**src/rtl/cpu_ctrl_pkg.sv**
```systemverilog
// Shared control definitions for the instruction sequencer: FSM states,
// one-hot phase codes and the opcodes the sequencer recognises.
package cpu_ctrl_pkg;

    typedef enum logic [2:0] {
        ST_START,
        ST_FETCH,
        ST_DECODE,
        ST_EXEC,
        ST_UPDATE,
        ST_HALT,
        ST_FAULT
    } state_t;

    localparam logic [3:0] EN_NONE   = 4'b0000;
    localparam logic [3:0] EN_FETCH  = 4'b0001;
    localparam logic [3:0] EN_DECODE = 4'b0010;
    localparam logic [3:0] EN_EXEC   = 4'b0100;
    localparam logic [3:0] EN_UPDATE = 4'b1000;

    localparam logic [7:0] OP_JMP  = 8'h10;
    localparam logic [7:0] OP_BEQ  = 8'h11;
    localparam logic [7:0] OP_BNE  = 8'h12;
    localparam logic [7:0] OP_HALT = 8'hFF;

    // Phase code presented while the FSM sits in a given state.
    function automatic logic [3:0] phase_of(input state_t st);
        case (st)
            ST_FETCH:  return EN_FETCH;
            ST_DECODE: return EN_DECODE;
            ST_EXEC:   return EN_EXEC;
            ST_UPDATE: return EN_UPDATE;
            default:   return EN_NONE;
        endcase
    endfunction

endpackage

```
**src/rtl/branch_unit.sv**
```systemverilog
// Combinational branch resolution: PC-relative target from a signed imm24
// and the taken decision for JMP/BEQ/BNE.
module branch_unit
    import cpu_ctrl_pkg::*;
(
    input  logic [31:0] pc,
    input  logic [23:0] imm24,
    input  logic [7:0]  opcode,
    input  logic        alu_zero,
    output logic [31:0] target,
    output logic        taken
);

    assign target = pc + {{8{imm24[23]}}, imm24};

    always_comb begin
        taken = 1'b0;
        case (opcode)
            OP_JMP:  taken = 1'b1;
            OP_BEQ:  taken = alu_zero;
            OP_BNE:  taken = ~alu_zero;
            default: taken = 1'b0;
        endcase
    end

endmodule

```
**src/rtl/instr_sequencer.sv**
```systemverilog
// Fetch/decode/execute/update sequencer feeding the program counter; fetches
// over a req/ack port with a bounded wait and resolves branches.
module instr_sequencer
    import cpu_ctrl_pkg::*;
#(
    parameter int TIMEOUT = 15
) (
    input  logic        clk,
    input  logic        rst,
    input  logic [31:0] PC,
    input  logic        alu_zero,
    output logic        mem_req,
    output logic [31:0] mem_addr,
    input  logic        mem_ack,
    input  logic [31:0] mem_rdata,
    output logic [3:0]  en,
    output logic [31:0] IR,
    output logic [7:0]  S,
    output logic [31:0] Pcp,
    output logic        z,
    output logic        halted,
    output logic        fault
);

    localparam logic [7:0] WAIT_LAST = 8'(TIMEOUT - 1);

    state_t      state_reg, state_next;
    logic [7:0]  wait_cnt_reg, wait_cnt_next;
    logic [3:0]  en_reg;
    logic [31:0] ir_reg, pcp_reg;
    logic        z_reg, halted_reg, fault_reg;
    logic [31:0] br_target;
    logic        br_taken;

    branch_unit u_branch (
        .pc       (PC),
        .imm24    (ir_reg[23:0]),
        .opcode   (ir_reg[31:24]),
        .alu_zero (alu_zero),
        .target   (br_target),
        .taken    (br_taken)
    );

    always_comb begin
        state_next    = state_reg;
        wait_cnt_next = wait_cnt_reg;
        case (state_reg)
            ST_START:  state_next = ST_FETCH;
            ST_FETCH: begin
                // An ack on the final permitted cycle still wins over the timeout.
                if (mem_ack) begin
                    state_next    = ST_DECODE;
                    wait_cnt_next = 8'd0;
                end else if (wait_cnt_reg == WAIT_LAST) begin
                    state_next = ST_FAULT;
                end else begin
                    wait_cnt_next = wait_cnt_reg + 8'd1;
                end
            end
            ST_DECODE: state_next = (ir_reg[31:24] == OP_HALT) ? ST_HALT : ST_EXEC;
            ST_EXEC:   state_next = ST_UPDATE;
            ST_UPDATE: state_next = ST_FETCH;
            default:   state_next = state_reg;
        endcase
    end

    always_ff @(posedge clk) begin
        if (rst) begin
            state_reg    <= ST_START;
            wait_cnt_reg <= 8'd0;
            en_reg       <= EN_NONE;
            ir_reg       <= 32'd0;
            pcp_reg      <= 32'd0;
            z_reg        <= 1'b0;
            halted_reg   <= 1'b0;
            fault_reg    <= 1'b0;
        end else begin
            state_reg    <= state_next;
            wait_cnt_reg <= wait_cnt_next;
            en_reg       <= phase_of(state_next);
            halted_reg   <= (state_next == ST_HALT);
            fault_reg    <= (state_next == ST_FAULT);
            if (state_reg == ST_FETCH && mem_ack)
                ir_reg <= mem_rdata;
            if (state_reg == ST_DECODE)
                pcp_reg <= br_target;
            if (state_reg == ST_EXEC)
                z_reg <= br_taken;
            // Branch results are only meaningful until the next fetch begins.
            if (state_next == ST_FETCH) begin
                pcp_reg <= 32'd0;
                z_reg   <= 1'b0;
            end
        end
    end

    assign mem_req  = (state_reg == ST_FETCH);
    assign mem_addr = mem_req ? PC : 32'd0;
    assign en       = en_reg;
    assign IR       = ir_reg;
    assign S        = ir_reg[31:24];
    assign Pcp      = pcp_reg;
    assign z        = z_reg;
    assign halted   = halted_reg;
    assign fault    = fault_reg;

endmodule

```
**config.mk**
```make
export PLATFORM = sky130hd
export DESIGN_NAME = instr_sequencer
export DESIGN_NICKNAME = d
export VERILOG_FILES = /design/src/rtl/cpu_ctrl_pkg.sv /design/src/rtl/branch_unit.sv /design/src/rtl/instr_sequencer.sv
export SDC_FILE = /design/constraint.sdc
export NUM_CORES = 1
export LEC_CHECK = 0
export ABC_CLOCK_PERIOD_IN_PS = 3600
export BUFFER_PORTS_ARGS = -buffer_cell sky130_fd_sc_hd__buf_4
export CORE_MARGIN = 3
export CORE_UTILIZATION = 39
export CTS_CLUSTER_SIZE = 28
export DETAILED_ROUTE_END_ITERATION = 16
export PLACE_DENSITY = 0.65
export SLEW_MARGIN = 30
export SYNTH_ARGS = -nofsm -noshare
export SYNTH_HDL_FRONTEND = slang
export SYNTH_SLANG_ARGS = --single-unit
```
**constraint.sdc**
```tcl
create_clock -name clk -period 3.6 [get_ports clk]
set_clock_uncertainty 0.05 [all_clocks]
set_input_delay 0.9 -clock clk [delete_from_list [all_inputs] [get_ports clk]]
set_output_delay 0.9 -clock clk [all_outputs]
set_load 0.005 [all_outputs]
```
==> results of run 1 <==
==> logic make-up after synthesis <==
kind of cell	Yosys count	share of synthesized area [%]
simple gates	273	25.6
compound gates	182	23.0
flops	82	32.5
buf+inv	48	4.24
fa+ha+maj	34	8.58
xor+xnor	26	4.51
mux	8	1.59
==> power by group through the flow <==
stage | Sequential, mW | Clock [mW] | Combinational (mW)
finish | 0.967 | 0.932 | 0.531
global route | 0.972 | 0.991 | 0.591
CTS | 0.967 | 0.955 | 0.535
detailed placement | 0.987 | 0 | 0.531
global placement | 0.986 | 0 | 0.524
floorplan | 0.980 | 0 | 0.306
==> cell usage after synthesis, drive strengths merged, types with 2 or more instances <==
cell type	number
o2111ai	2
dfxtp	82
a41oi	2
mux2i	8
a21oi	76
ha	33
nand2b	7
buf	15
o21a	7
and2	36
or3	4
nor2	38
nor2b	5
nor4	3
a21boi	2
nand3	17
inv	6
nor3b	5
a31oi	6
clkbuf	27
o21ai	35
nand2	123
and3	7
a311o	4
a211oi	9
a21o	15
a211o	2
nor3	14
o211ai	5
o31ai	2
nand4	8
xor2	15
xnor2	11
o21bai	6
==> cell type report <==
type / count / area (um^2) / area share (%)
clock inverters: 6 / 66.3 / 0.977
clock buffers: 10 / 239 / 3.52
inverters: 6 / 22.5 / 0.332
multi-input cells: 523 / 3190 / 47.0
well taps: 168 / 210 / 3.10
repair buffers: 187 / 1420 / 20.9
flip-flops and latches: 82 / 1640 / 24.2
==> worst min path at each step <==
stage | start | endpoint | slack (ps) | depth (start not counted)
after floorplan | Pcp[8] | Pcp[8] | 390 | 2
after global placement | Pcp[13] | Pcp[13] | 390 | 2
after detailed placement | Pcp[19] | Pcp[19] | 390 | 2
after CTS | Pcp[13] | Pcp[13] | 410 | 2
after global routing | Pcp[24] | Pcp[24] | 420 | 2
final | Pcp[13] | Pcp[13] | 400 | 2
==> metal layers <==
layer | share of wire, % | routed length, um | global-route usage [%] | up-vias
met1 | 44 | 6730 | 27.1 | 2383
li1 | - | - | - | 2611
met3 | 5.4 | 823 | 3.63 | 18
met2 | 49 | 7590 | 37.6 | 149
met4 | 1.4 | 215 | 5.80 | 0
met5 | 0 | 0 | 0 | -
==> worst max-delay path: cells and delay by family <==
kind	cells	cell delay, ps
buffers and inverters	1	110
muxes	1	150
AOI/OAI and AO/OA	5	1280
and+or+nand+nor	1	120
adders and majority gates	2	640
==> through the flow <==
stage                     hold WS [ps]  total power [mW]  instance area (um^2)  setup slack, ps  utilization (%)
after floorplan                    392              1.29                  5050              552                -
after global placement             392              1.51                  6480              260             52.7
final                              400              2.43                  6790              555             55.2
after CTS                          406              2.46                  6790              582             55.2
after global routing               423              2.55                  6790              438             55.2
after detailed placement           394              1.52                  6480              218             52.7
==> metrics.md, run 1 <==
| Metric | Value |
|---|---|
| Max-slew headroom | 45.7% |
| Vias in the first global route | 5055 |
| Worst hold path type | reg2reg |
| Cell-internal power | 1.75 mW |
| Crit path max fanout | 4 |
| Horiz. Die Dim | 120 um |
| Root Buffer | clkbuf_16 |
| Yosys cell types | 58 |
| Cts repair resizes | 0 |
| Antenna violations before repair | 0 |
| Area grow syn2layout | 34.5% |
| Crit share post-route | 84.6% |
| Nets | 911 |
| H-tree levels | 3 |
| Die area | 0.0143 mm^2 |
| Final setup viols | 0 |
| Seq pwr share | 39.8% |
| Clock insertion delay at the later pin of the skew report | 340 ps |
| Final Critical Period | 3040 ps |
| Total of max-cap violations | 0 |
| End point of the critical path | Pcp[30] |
| Fmax | 328 MHz |
| Clk pwr share | 38.4% |
| Unrepaired setup endpoints after global routing | false |
| Final Hold Fails | 0 |
| Ys async rst share | 0% |
| Power per cell area | 358 mW/mm^2 |
| Grt total ovfl | 0 |
| Leak | 3.05 nW |
| Prevailing post-synth register cell | dfxtp_1 |
| Placer Congestion | 0.836 |
| Largest net degree at the start of global routing | 53 |
| Syn Nets | 755 |
| Largest area contributor in the netlist | dfxtp_1 |
| Ys Warns | 0 |
| Worst-case reg-to-reg path depth | 9 |
| Post-Route WL | 15.4 mm |
| Reg2Reg Capture Point | Pcp[30] |
| Gate count of the mapped netlist | 653 |
| WS Path Type | in2reg |
| Sum Neg Setup Slack | 0 ps |
| WL/cell | 15.6 um |
| Share of cells above drive strength 1 | 26.3% |
| Worst-path clk slew | 60 ps |
| Mean Syn Cell Area | 7.73 um^2 |
| GRT Resource Usage Total | 21.4% |
| Mapped cell area | 0.00505 mm^2 |
| Setup bufs post-CTS | 0 |
| Area contributors post-synth | dfxtp_1 33%, nand2_1 9.1%, ha_1 8.2% |
| Most frequent CP cell | a311o_1 |
| Critical Path Start Type | input port |
| CP max-delay cell | a311o_1 |
| Result of the run | completed |
| Clock sinks | 82 |
| Register area share after synthesis | 32.5% |
| Rows | 40 |
| Max Root-Sink Buffers | 2 |
| DR pass1 iterations | 4 |
| Crit path from | PC[0] |
| Crit path cell chain | buf_4 -> ha_1 -> fa_1 -> a21o_1 -> a311o_1 -> nand2_1 -> a31oi_1 -> a311o_1 -> mux2i_1 -> o211ai_1 |
| Most frequent cells in the layout | 186 x buf_4, 122 x nand2_1, 82 x dfxtp_1 |
| DP HPWL | 11.8 mm |
| DR vias | 5161 |
| #FFs+latches synth | 82 |
| Routed vias/inst | 5.26 |
| EDFF count, synth | 0 |
| I/O Buffers | 179 |
| Post-route DRC | 0 |
| Inserted Clock Buffers | 9 |
| Worst Path Required | 3770 ps |
| Final cell count without fillers | 982 |
| Initial Util | 41.0% |
| Filler Cell Count | 1206 |
| Comb power frac | 21.9% |
| Die Height | 120 um |
| Worst Setup End Kind | flip-flop |
| IO Count | 180 |
| Placed cell count | 966 |
| Core area | 0.0123 mm^2 |
| First-pass GRT wire length | 25.5 mm |
| Commonest non-fill, non-tap cell in the layout | buf_4 |
| CP arrival | 3220 ps |
| Max Slew Vio Count | 0 |
| Switching power | 0.685 mW |
| Initial DRC count | 230 |
| Hold_buf cts | 0 |
| Net Sw Frac | 28.2% |
| Worst-margin pin slew | 815 ps |
| R2r startpoint | IR[0] |
| Crit path largest cell delay | 440 ps |
| Routed Antenna Nets | 0 |
| ANT cells | 0 |
| CTS tree | done |
| Synth top area share | 32.5% |
| Worst reg-to-reg setup slack | 900 ps |
| VDD IR max | 0.185 mV |
Note: power is estimated with default switching activity, not from simulation.
==> run 2: changes to the inputs <==
ABC_CLOCK_PERIOD_IN_PS = 3100   (was 3600)
clock period = 3.1 ns   (was 3.6 ns; I/O delays follow)
==> metrics.md, run 2 (synthesis gave the netlist of run 1 again) <==
| Metric | Value |
|---|---|
| Crit path cell chain | buf_4 -> ha_1 -> fa_1 -> a21o_1 -> a311o_1 -> nand2_1 -> a31oi_1 -> buf_4 -> o21a_1 -> o21a_1 -> o31ai_1 |
| IO Count | 180 (unchanged) |
| Initial DRC count | 228 (-0.87%) |
| Placer Congestion | 0.870 (+4.0%) |
| Inserted Clock Buffers | 9 (unchanged) |
| Commonest non-fill, non-tap cell in the layout | buf_4 |
| DR vias | 5286 (+2.4%) |
| Initial Util | 41.0% (unchanged) |
| Antenna violations before repair | 0 (unchanged) |
| CP arrival | 3100 ps (-120 ps) |
| Worst-case reg-to-reg path depth | 10 (+1) |
| Grt total ovfl | 0 (unchanged) |
| Post-Route WL | 16.0 mm (+4.4%) |
| Post-route DRC | 0 (unchanged) |
| Area grow syn2layout | 36.4% |
| Cell-internal power | 2.06 mW (+18%) |
| Max Root-Sink Buffers | 2 (unchanged) |
| Die Height | 120 um (unchanged) |
| Total of max-cap violations | 0 (unchanged) |
| Fmax | 346 MHz |
| Worst Setup End Kind | flip-flop |
| Crit path largest cell delay | 430 ps (about the same) |
| Unrepaired setup endpoints after global routing | false |
| Critical Path Start Type | input port |
| Final Critical Period | 2890 ps |
| Most frequent cells in the layout | 198 x buf_4, 122 x nand2_1, 82 x dfxtp_1 |
| Final Hold Fails | 0 (unchanged) |
| Worst reg-to-reg setup slack | 420 ps (-480 ps) |
| DR pass1 iterations | 5 (+1) |
| Rows | 40 (unchanged) |
| Crit path from | PC[0] |
| Worst-path clk slew | 60 ps (about the same) |
| Core area | 0.0123 mm^2 (unchanged) |
| CTS tree | done |
| Routed Antenna Nets | 0 (unchanged) |
| H-tree levels | 3 (unchanged) |
| Net Sw Frac | 28.4% (+0.19 points) |
| Largest net degree at the start of global routing | 38 (-28%) |
| WL/cell | 16.1 um (+3.2%) |
| Critical path depth | 11 (+1) |
| DP HPWL | 12.3 mm (+3.6%) |
| Final core occ | 55.9% (+0.76 points) |
| Vias in the first global route | 5049 (-0.12%) |
| Nets | 923 (+1.3%) |
| I/O Buffers | 179 (unchanged) |
| Routed vias/inst | 5.32 (+1.2%) |
| Seq pwr share | 39.1% (-0.7 points) |
| Final setup viols | 0 (unchanged) |
| Switching power | 0.816 mW (+19%) |
| Leak | 3.10 nW (+1.7%) |
| Max-slew headroom | 51.5% (+5.9 points) |
| Comb power frac | 22.2% (+0.3 points) |
| Worst hold path type | reg2reg |
| Die area | 0.0143 mm^2 (unchanged) |
| Clock insertion delay at the later pin of the skew report | 350 ps (about the same) |
| Horiz. Die Dim | 120 um (unchanged) |
| ANT cells | 0 (unchanged) |
| Cts repair resizes | 0 (unchanged) |
| First-pass GRT wire length | 25.4 mm (about the same) |
| Hold_buf cts | 0 (unchanged) |
| Reg2Reg Capture Point | Pcp[26] |
| Clk pwr share | 38.7% (+0.3 points) |
| CP Buf/Inv Count | 2 (+1) |
| Result of the run | completed |
| CP max-delay cell | a311o_1 |
| WHS | 405 ps (+4.89 ps) |
| Crit share post-route | 93.3% |
| Max Slew Vio Count | 0 (unchanged) |
| End point of the critical path | Pcp[26] |
| Root Buffer | clkbuf_16 |
| Setup bufs post-CTS | 0 (unchanged) |
| Worst Path Required | 3310 ps (-460 ps) |
| Clock sinks | 82 (unchanged) |
| Placed cell count | 978 (+1.2%) |
| Power per cell area | 418 mW/mm^2 (+17%) |
| Crit path max fanout | 4 (unchanged) |
| Cell family with most CP delay | compound AO/OA/AOI/OAI gates |
| GRT Resource Usage Total | 21.7% (+0.30 points) |
| VDD IR max | 0.244 mV (+32%) |
| Share of cells above drive strength 1 | 27.4% (+1.1 points) |
| Final cell count without fillers | 994 (+1.2%) |
| WS Path Type | in2reg |
| R2r startpoint | IR[0] |
| Worst-margin pin slew | 725 ps (-90.0 ps) |
[run 2: cell count changes in the layout (fill, tap and decap cells not counted), sizes merged]
cell	previous run	this run
clkinvlp	0	2
clkinv	5	1
clkbuf	10	12
buf	187	199
[run 2: routing by layer]
metal | routed length [um] | vias up | track usage [%]
met5 | 0 | - | 0
met4 | 176 | 0 | 5.23
met3 | 862 | 11 | 3.68
met2 | 8010 | 165 | 38.8
met1 | 6990 | 2475 | 27.2
li1 | - | 2635 | -
[run 2: layout make-up]
class,count,area (um^2)
inverters,6,22.5
well taps,168,210
clock buffers,12,256
repair buffers,199,1510
multi-input cells,523,3200
flip-flops and latches,82,1640
fillers,1228,5430
clock inverters,4,50.0
[run 2: metrics by stage]
stage	setup TNS [ps]	power, mW	setup WS (ps)	area, um^2
floorplan	0	1.49	177	5050
global placement	-100	1.77	-50.4	6580
detailed placement	-312	1.78	-116	6580
CTS	0	2.89	227	6880
global route	0	3.00	113	6880
finish	0	2.87	207	6880
[run 2: worst register-to-register path, stage by stage (launching register included)]
cell,delay [ps]
dfxtp_1,330
ha_1,220
fa_1,410
a21o_1,190
a311o_1,430
nand2_1,120
a31oi_1,120
buf_4,170
o21a_1,190
o21a_1,180
o31ai_1,190
[run 2: power by group through the flow]
stage	registers, mW	clock network, mW	logic, mW
floorplan	1.14	0	0.356
global placement	1.14	0	0.625
detailed placement	1.15	0	0.635
CTS	1.12	1.13	0.640
global route	1.13	1.17	0.704
finish	1.12	1.11	0.639
[run 2: worst min-delay path by stage]
stage,startpoint,to,slack (ps),cells past startpoint
finish,Pcp[13],Pcp[13],400,2
global route,Pcp[15],Pcp[15],430,2
CTS,Pcp[9],Pcp[9],410,2
detailed placement,Pcp[9],Pcp[9],400,2
global placement,Pcp[22],Pcp[22],390,2
floorplan,Pcp[8],Pcp[8],390,2
==> run 3: changes to the inputs <==
CORE_MARGIN = default   (was 3)
MAX_ROUTING_LAYER = met4   (was default)
==> metrics.md, run 3 (synthesis gave the netlist of run 1 again) <==
| Metric | Value |
|---|---|
| Critical Path Start Type | input port |
| Worst Path Required | 3310 ps (about the same) |
| Vias in the first global route | 4880 (-3.3%) |
| Max Slew Vio Count | 0 (unchanged) |
| CP arrival | 3080 ps (-20 ps) |
| Rows | 41 (+2.5%) |
| Net Sw Frac | 28.7% (+0.32 points) |
| Placer Congestion | 0.879 (+1.1%) |
| Final setup viols | 0 (unchanged) |
| Worst hold path type | reg2reg |
| Crit share post-route | 92.6% (-0.73 points) |
| Share of cells above drive strength 1 | 27.7% (+0.35 points) |
| WL/cell | 15.3 um (-4.9%) |
| Cts repair resizes | 0 (unchanged) |
| Die Height | 116 um (-3.3%) |
| CTS tree | done |
| Grt total ovfl | 0 (unchanged) |
| Comb power frac | 22.3% (about the same) |
| Post-Route WL | 15.4 mm (-4.2%) |
| I/O Buffers | 179 (unchanged) |
| Setup bufs post-CTS | 0 (unchanged) |
| Worst-margin pin slew | 636 ps (-89.4 ps) |
| Initial Util | 40.0% (-1.0 points) |
| Core area | 0.0126 mm^2 (+2.5%) |
| Horiz. Die Dim | 116 um (-3.3%) |
| Result of the run | completed |
| Worst Setup End Kind | flip-flop |
| Post-route DRC | 0 (unchanged) |
| Fmax | 348 MHz (+0.79%) |
| Clock insertion delay at the later pin of the skew report | 350 ps (about the same) |
| Crit path largest cell delay | 430 ps (about the same) |
| First-pass GRT wire length | 24.2 mm (-5.1%) |
| Routed vias/inst | 5.21 (-2.1%) |
| Seq pwr share | 39.1% (about the same) |
| Die area | 0.0134 mm^2 (-6.6%) |
| Leak | 3.11 nW (+0.45%) |
| Crit path max fanout | 4 (unchanged) |
| Cell-internal power | 2.05 mW (-0.67%) |
| Power per cell area | 415 mW/mm^2 (-0.72%) |
| Total of max-cap violations | 0 (unchanged) |
| Area grow syn2layout | 37.1% |
| Largest net degree at the start of global routing | 46 (+21%) |
| Most frequent cells in the layout | 202 x buf_4, 122 x nand2_1, 82 x dfxtp_1 |
| ANT cells | 0 (unchanged) |
| Switching power | 0.823 mW (+0.89%) |
| VDD IR max | 0.202 mV (-17%) |
| GRT Resource Usage Total | 23.8% (+2.1 points) |
| Initial DRC count | 232 (+1.8%) |
| Max Root-Sink Buffers | 2 (unchanged) |
| Final Critical Period | 2870 ps (-22.7 ps) |
| Nets | 927 (+0.43%) |
| Clk pwr share | 38.6% (about the same) |
| Dpl cell area | 0.00661 mm^2 (+0.49%) |
| WS Path Type | in2reg |
| DR pass1 iterations | 5 (unchanged) |
| H-tree levels | 3 (unchanged) |
| Max-slew headroom | 57.5% (+6.0 points) |
| IO Count | 180 (unchanged) |
| DR vias | 5218 (-1.3%) |
| Commonest non-fill, non-tap cell in the layout | buf_4 |
| Crit path cell chain | buf_4 -> ha_1 -> fa_1 -> a21o_1 -> a311o_1 -> nand2_1 -> a31oi_1 -> buf_4 -> o21a_1 -> o21a_1 -> o31ai_1 |
| WHS | 408 ps (+3.32 ps) |
| Unrepaired setup endpoints after global routing | false |
| Inserted Clock Buffers | 9 (unchanged) |
| Final Hold Fails | 0 (unchanged) |
| Routed Antenna Nets | 0 (unchanged) |
| DP HPWL | 11.7 mm (-4.3%) |
| Finished Cell Area | 0.00692 mm^2 (+0.49%) |
| Hold_buf cts | 0 (unchanged) |
| Root Buffer | clkbuf_16 |
| Clock sinks | 82 (unchanged) |
| Worst-path clk slew | 70 ps (about the same) |
| Antenna violations before repair | 0 (unchanged) |
| CP max-delay cell | a311o_1 |
## run 3: cell count changes in the layout (fill, tap and decap cells not counted), sizes merged
cell / change
buf: +4
clkbuf: -1
inv: +1
## run 3: power by group through the flow
stage	Combinational, mW	Clock, mW	Sequential, mW
floorplan	0.356	0	1.14
global placement	0.631	0	1.14
detailed placement	0.638	0	1.15
CTS	0.641	1.13	1.12
global route	0.706	1.17	1.13
finish	0.640	1.11	1.12
## run 3: path summary, 6_finish.rpt
check / from / end / slack (ps) / cells past startpoint
setup reg to reg: IR[0] / Pcp[26] / 460 / 10
hold reg to reg: Pcp[0] / Pcp[0] / 410 / 2
hold / removal: Pcp[0] / Pcp[0] / 410 / 2
setup / recovery: PC[0] / Pcp[26] / 230 / 11
## run 3: layout make-up
class | count | area [um^2]
sequential | 82 | 1640
fill | 1254 | 5700
multi-input combinational | 523 | 3200
clock inverter | 5 | 62.6
timing repair buffer | 203 | 1540
inverter | 6 | 22.5
tap | 172 | 215
clock buffer | 11 | 243
## run 3: worst max-delay path: cells and delay by family
kind / cells / cell delay (ps)
AO/OA/AOI/OAI: 6 / 1270
adder cells (fa/ha/maj): 2 / 630
buffers and inverters: 2 / 280
AND/OR/NAND/NOR: 1 / 110
## run 3: per-layer routing
metal  vias up  part of all wire (%)  GRT usage [%]
met5         -                     0              -
met4         0                  0.85           6.92
met3        11                   3.8           2.77
met2       128                    50           40.5
met1      2438                    46           29.6
li1       2641                     -              -
## run 3: per-stage QoR
stage	std cells	setup TNS, ps	setup slack [ps]	utilization (%)	power [mW]
2_1_floorplan	653	0	177	-	1.49
3_3_place_gp	986	-103	-52.7	52.4	1.78
3_5_place_dp	986	-305	-107	52.4	1.78
4_1_cts	1002	0	246	54.8	2.89
5_1_grt	1002	0	115	54.8	3.00
6_report	1002	0	230	54.8	2.87
